==> src/rtl/demux_pkg.sv <==
// Shared lane constants and the select-to-one-hot decode used by the demux
// datapath and its register stage.
package demux_pkg;

   localparam logic [1:0] LANE_A = 2'd0;
   localparam logic [1:0] LANE_B = 2'd1;
   localparam logic [1:0] LANE_C = 2'd2;
   localparam logic [1:0] LANE_D = 2'd3;

   // Any select that is not a clean lane index decodes to no lane at all.
   function automatic logic [3:0] onehot4(input logic [1:0] sel);
      logic [3:0] oh;
      oh = 4'b0000;
      case (sel)
         LANE_A:  oh = 4'b0001;
         LANE_B:  oh = 4'b0010;
         LANE_C:  oh = 4'b0100;
         LANE_D:  oh = 4'b1000;
         default: oh = 4'b0000;
      endcase
      return oh;
   endfunction

endpackage

==> src/rtl/demux4_comb.sv <==
// Combinational 1:4 steering of f onto one lane, with the lane one-hot.
module demux4_comb
   import demux_pkg::*;
#(
   parameter int WIDTH = 1
) (
   input  logic [WIDTH-1:0] f,
   input  logic [1:0]       sel,
   output logic [WIDTH-1:0] a_o,
   output logic [WIDTH-1:0] b_o,
   output logic [WIDTH-1:0] c_o,
   output logic [WIDTH-1:0] d_o,
   output logic [3:0]       oh_o
);

   always_comb begin
      oh_o = onehot4(sel);
      a_o  = oh_o[0] ? f : '0;
      b_o  = oh_o[1] ? f : '0;
      c_o  = oh_o[2] ? f : '0;
      d_o  = oh_o[3] ? f : '0;
   end

endmodule

==> src/rtl/demux4_reg.sv <==
// Registered 1:4 lane demux: one cycle of latency, capture enable, optional
// hold of unselected lanes, synchronous clear.
module demux4_reg
   import demux_pkg::*;
#(
   parameter int WIDTH      = 1,
   parameter bit HOLD_UNSEL = 1'b0
) (
   input  logic             clk,
   input  logic             rst,
   input  logic [WIDTH-1:0] f,
   input  logic [1:0]       sel,
   input  logic             en,
   output logic [WIDTH-1:0] a,
   output logic [WIDTH-1:0] b,
   output logic [WIDTH-1:0] c,
   output logic [WIDTH-1:0] d,
   output logic [1:0]       sel_q,
   output logic [3:0]       vld
);

   logic [WIDTH-1:0] lane_a, lane_b, lane_c, lane_d;
   logic [3:0]       lane_oh;

   logic [WIDTH-1:0] a_d, b_d, c_d, d_d;
   logic [WIDTH-1:0] a_q, b_q, c_q, d_q;
   logic [1:0]       sel_cap_d, sel_cap_q;
   logic [3:0]       vld_d, vld_q;

   demux4_comb #(.WIDTH(WIDTH)) u_comb (
      .f    (f),
      .sel  (sel),
      .a_o  (lane_a),
      .b_o  (lane_b),
      .c_o  (lane_c),
      .d_o  (lane_d),
      .oh_o (lane_oh)
   );

   always_comb begin
      a_d       = a_q;
      b_d       = b_q;
      c_d       = c_q;
      d_d       = d_q;
      sel_cap_d = sel_cap_q;
      vld_d     = 4'b0000;
      if (en) begin
         // Re-encode from the one-hot so an invalid select captures as lane A.
         sel_cap_d = {lane_oh[3] | lane_oh[2], lane_oh[3] | lane_oh[1]};
         vld_d     = lane_oh;
         a_d       = (HOLD_UNSEL && !lane_oh[0]) ? a_q : lane_a;
         b_d       = (HOLD_UNSEL && !lane_oh[1]) ? b_q : lane_b;
         c_d       = (HOLD_UNSEL && !lane_oh[2]) ? c_q : lane_c;
         d_d       = (HOLD_UNSEL && !lane_oh[3]) ? d_q : lane_d;
      end
   end

   always_ff @(posedge clk) begin
      if (rst) begin
         a_q       <= '0;
         b_q       <= '0;
         c_q       <= '0;
         d_q       <= '0;
         sel_cap_q <= LANE_A;
         vld_q     <= 4'b0000;
      end else begin
         a_q       <= a_d;
         b_q       <= b_d;
         c_q       <= c_d;
         d_q       <= d_d;
         sel_cap_q <= sel_cap_d;
         vld_q     <= vld_d;
      end
   end

   assign a     = a_q;
   assign b     = b_q;
   assign c     = c_q;
   assign d     = d_q;
   assign sel_q = sel_cap_q;
   assign vld   = vld_q;

endmodule

==> config.mk <==
export PLATFORM = sky130hd
export DESIGN_NAME = demux4_reg
export DESIGN_NICKNAME = d
export VERILOG_FILES = /design/src/rtl/demux_pkg.sv /design/src/rtl/demux4_comb.sv /design/src/rtl/demux4_reg.sv
export SDC_FILE = /design/constraint.sdc
export NUM_CORES = 1
export LEC_CHECK = 0
export ABC_AREA = 0
export BUFFER_PORTS_ARGS = -buffer_cell sky130_fd_sc_hd__buf_2
export CORE_AREA = 2 2 39 41
export DETAILED_ROUTE_END_ITERATION = 8
export DIE_AREA = 0 0 41 43
export SLEW_MARGIN = 20
export SYNTH_ARGS = -nofsm -noshare
export SYNTH_HDL_FRONTEND = slang
export SYNTH_HIERARCHICAL = 1
export SYNTH_SLANG_ARGS = --single-unit
==> constraint.sdc <==
create_clock -name clk -period 0.8 [get_ports clk]
set_clock_uncertainty 0.1 [all_clocks]
set_input_delay 0 -clock clk [delete_from_list [all_inputs] [get_ports clk]]
set_output_delay 0 -clock clk [all_outputs]
set_load 0.005 [all_outputs]
==> metrics.log <==
[metrics] most common cell in the synthesized netlist: dfxtp_1
[metrics] peak per-stage delay on the critical path: 320 ps
[metrics] die area: roughly 1800 um^2
[metrics] net count of the mapped netlist: 44
[metrics] initial antenna violation count: 0
[metrics] xor/xnor cell area share of the yosys netlist: 0%
[metrics] portion of synthesized cell area occupied by the leading cell type: around half
[metrics] R2R Setup Slk: 60 ps
[metrics] period utilization: 99.11%
[metrics] initial cell density of the core: about 28%
[metrics] worst rel slew slack: 86.07%
[metrics] post-detailed-route wirelength per cell: between 9 and 10 um
[metrics] share of synthesized flip-flops with an asynchronous set or reset: 0%
[metrics] overflow left after global routing: 0
[metrics] time the worst path needs with I/O delays and setup: 792.9 ps
[metrics] simple-gate portion of the synthesized area: 32.17%
[metrics] compound-cell area share of the yosys netlist: 3.822%
[metrics] largest net degree at the start of global routing: 10
[metrics] final worst hold slack: -88.15 ps
[metrics] commonest cells in the synthesized netlist: dfxtp_1 (10), nor2_1 (8), and2_1 (4), mux2i_1 (4)
[metrics] floorplan die height: about 43 um
[metrics] maximum buffer depth of the clock tree: 2
[metrics] family of cells with the greatest summed delay on the critical path: flip-flops
[metrics] clock sink total: 10
[metrics] largest family of logic cells by synthesized area: simple AND/OR/NAND/NOR gates
[metrics] Net count, final: 63
[metrics] Seq/Total Area, Yosys: 50.96%
[metrics] WP buf/inv: 1
[metrics] post-synthesis instance area: 392.9 um^2
[metrics] Critical Path Start Type: register
[metrics] number of buffers inserted during clock tree synthesis: 3
[metrics] routed via count: 304
[metrics] number of global-route vias before repair: 246
[metrics] antenna viol nets, final: 0
[metrics] first-pass iteration count of the detailed router: 1
[metrics] Post-Synthesis Cells: 38
[metrics] clk_lat worst skew: 260 ps
[metrics] Post CTS Setup Buffer Count: 0
[metrics] fraction of final layout cells sized beyond drive strength 1: between 40% and 50%
[metrics] worst path required time: 700 ps
[metrics] all-layer global routing usage: 9.054%
[metrics] Layout area overhead: 33.76%
[metrics] Total Routed Length: 684 um
[metrics] power consumption: slightly below 1000 uW
[metrics] data arrival time of the worst path: roughly 690 ps
[metrics] Max Transition Viols Final: 0
[metrics] path type of the worst setup path: reg2out
[metrics] cell accounting for the most synthesized area: dfxtp_1
[metrics] violations in the final reports: hold timing
[metrics] mean number of vias per cell: 4.282
[metrics] total count of hold-check failures in the final report: 7
[metrics] GPL Wtd Cong: ~0.71
[metrics] Post-synth EDFFs: 0
[metrics] # H-tree levels: 1
[metrics] class of the tightest hold or removal check: in2reg
[metrics] width of the die: a little over 40 um
[metrics] root buffer cell: clkbuf_4
[metrics] Worst setup EP type: output port
[metrics] number of distinct library cells after synthesis: 13
[metrics] standard cell core area: 1384 um^2
[metrics] sum of net half-perimeters after detailed placement: 487.7 um
[metrics] Max-Cap Viols: 0
[metrics] most used flip-flop cell after synthesis: dfxtp_1
[metrics] initial detailed-routing violation count: 0
[metrics] number of inserted diodes: 0
[metrics] number of placed I/O pins: 16
[metrics] highest fanout seen on the critical path: 2
[metrics] maximum clock frequency: 1261 MHz
[metrics] pwr/cell area: 1851 nW/um^2
[metrics] number of port buffers: 15
[metrics] Layout Utilization: 37.97%
[metrics] clock edge transition at the registers on the reported setup and hold paths: 70 ps
[metrics] Final setup violation count: 0
[metrics] CP cell instances: buf_2
[metrics] mux share of post-synthesis cell area: 10.19%
[metrics] Static Leakage: 0.0002620 uW
[metrics] Cell Rows: 14
[metrics] Slowest cell on crit path: dfxtp_2
[metrics] number of synthesis warnings: 6
[metrics] global-route wire length before repair: roughly 1.0 mm
[metrics] worst ir drop on vdd: 0.5085 mV
[metrics] top cells by area, synth: dfxtp_1 (51%), mux2i_1 (10%), nor2_1 (7.6%)
[metrics] CTS tree: done
[metrics] run status: complete, but fails checks
[metrics] actual transition at the worst max-transition pin: 209.0 ps
[metrics] post-synthesis adder-cell area fraction: 0%
[metrics] Avg Synthesized Cell Area: 10.34 um^2
[metrics] RSZ-0062 raised after global routing: true
[metrics] DRC violation count after routing: 0
[metrics] register bit total from synthesis: 10
[cells in the final DEF, fill, tap and decap left out, drive strengths merged]
| master | instances |
|---|---|
| nor3b | 1 |
| and3b | 2 |
| and2 | 5 |
| clkbuf | 3 |
| dfxtp | 10 |
| and3 | 1 |
| buf | 15 |
| nor2 | 9 |
| mux2i | 4 |
| nor2b | 3 |
| a211oi | 2 |
[metrics by stage]
stage / std cells / area [um^2] / setup slack, ps / hold WS (ps) / TNS [ps]
6_report: 71 / 525.5 / 7.133 / -88.15 / 0
3_5_place_dp: 68 / 476.7 / 33.91 / 199.4 / 0
5_1_grt: 71 / 525.5 / -21.23 / -73.57 / -98.59
4_1_cts: 71 / 506.7 / -2.853 / -87.24 / -7.116
2_1_floorplan: 38 / 392.9 / 77.12 / -27.62 / 0
3_3_place_gp: 68 / 476.7 / 42.37 / 191.9 / 0
[routing by layer]
metal	up-vias	routed length [um]	GRT usage (%)
li1	161	-	-
met1	133	323	11.65
met2	10	312	11.25
met3	0	48	3.141
met4	0	0	8.000
met5	-	0	0
[state kept, by name (all words and copies together) (netlist names)]
name   flops
d          1
b          1
a          1
vld        4
sel_q      2
c          1
[path summary, 6_finish.rpt]
kind	start	endpoint	depth (start not counted)
worst max-delay path	d	d	1
worst min register to register	sel_q[0]	sel_q[0]	2
worst max register to register	sel_q[0]	sel_q[0]	2
worst min-delay path	rst	sel_q[1]	2
[cells by family (layout without fill, tap and decap cells)]
group           Yosys count  after routing
simple gates             21             21
flops                    10             10
mux                       4              4
compound gates            2              2
buf+inv                   1             18
[final cells by class]
class                   instances  area (um^2)
clock buffers                   3        22.52
well taps                      16        20.02
repair buffers                 15        93.84
flip-flops and latches         10        207.7
multi-input cells              27        181.4
fillers                       155        858.3
[power by group]
group / leakage, uW / total (uW) / internal, uW / switching, uW
sequential: 0.0000841 / 525 / 518 / 7.81
clock: 0.0000138 / 340 / 174 / 167
combinational: 0.000164 / 107 / 57.3 / 49.8
[timing repair]
action | 4_1_cts | 5_1_grt
pin swaps | 0 | 0
endpoints found under the setup margin | 6 | 7
resized for setup | 6 | 3
hold endpoints to repair | 7 | 6
Power figures use the tool's default switching activity.
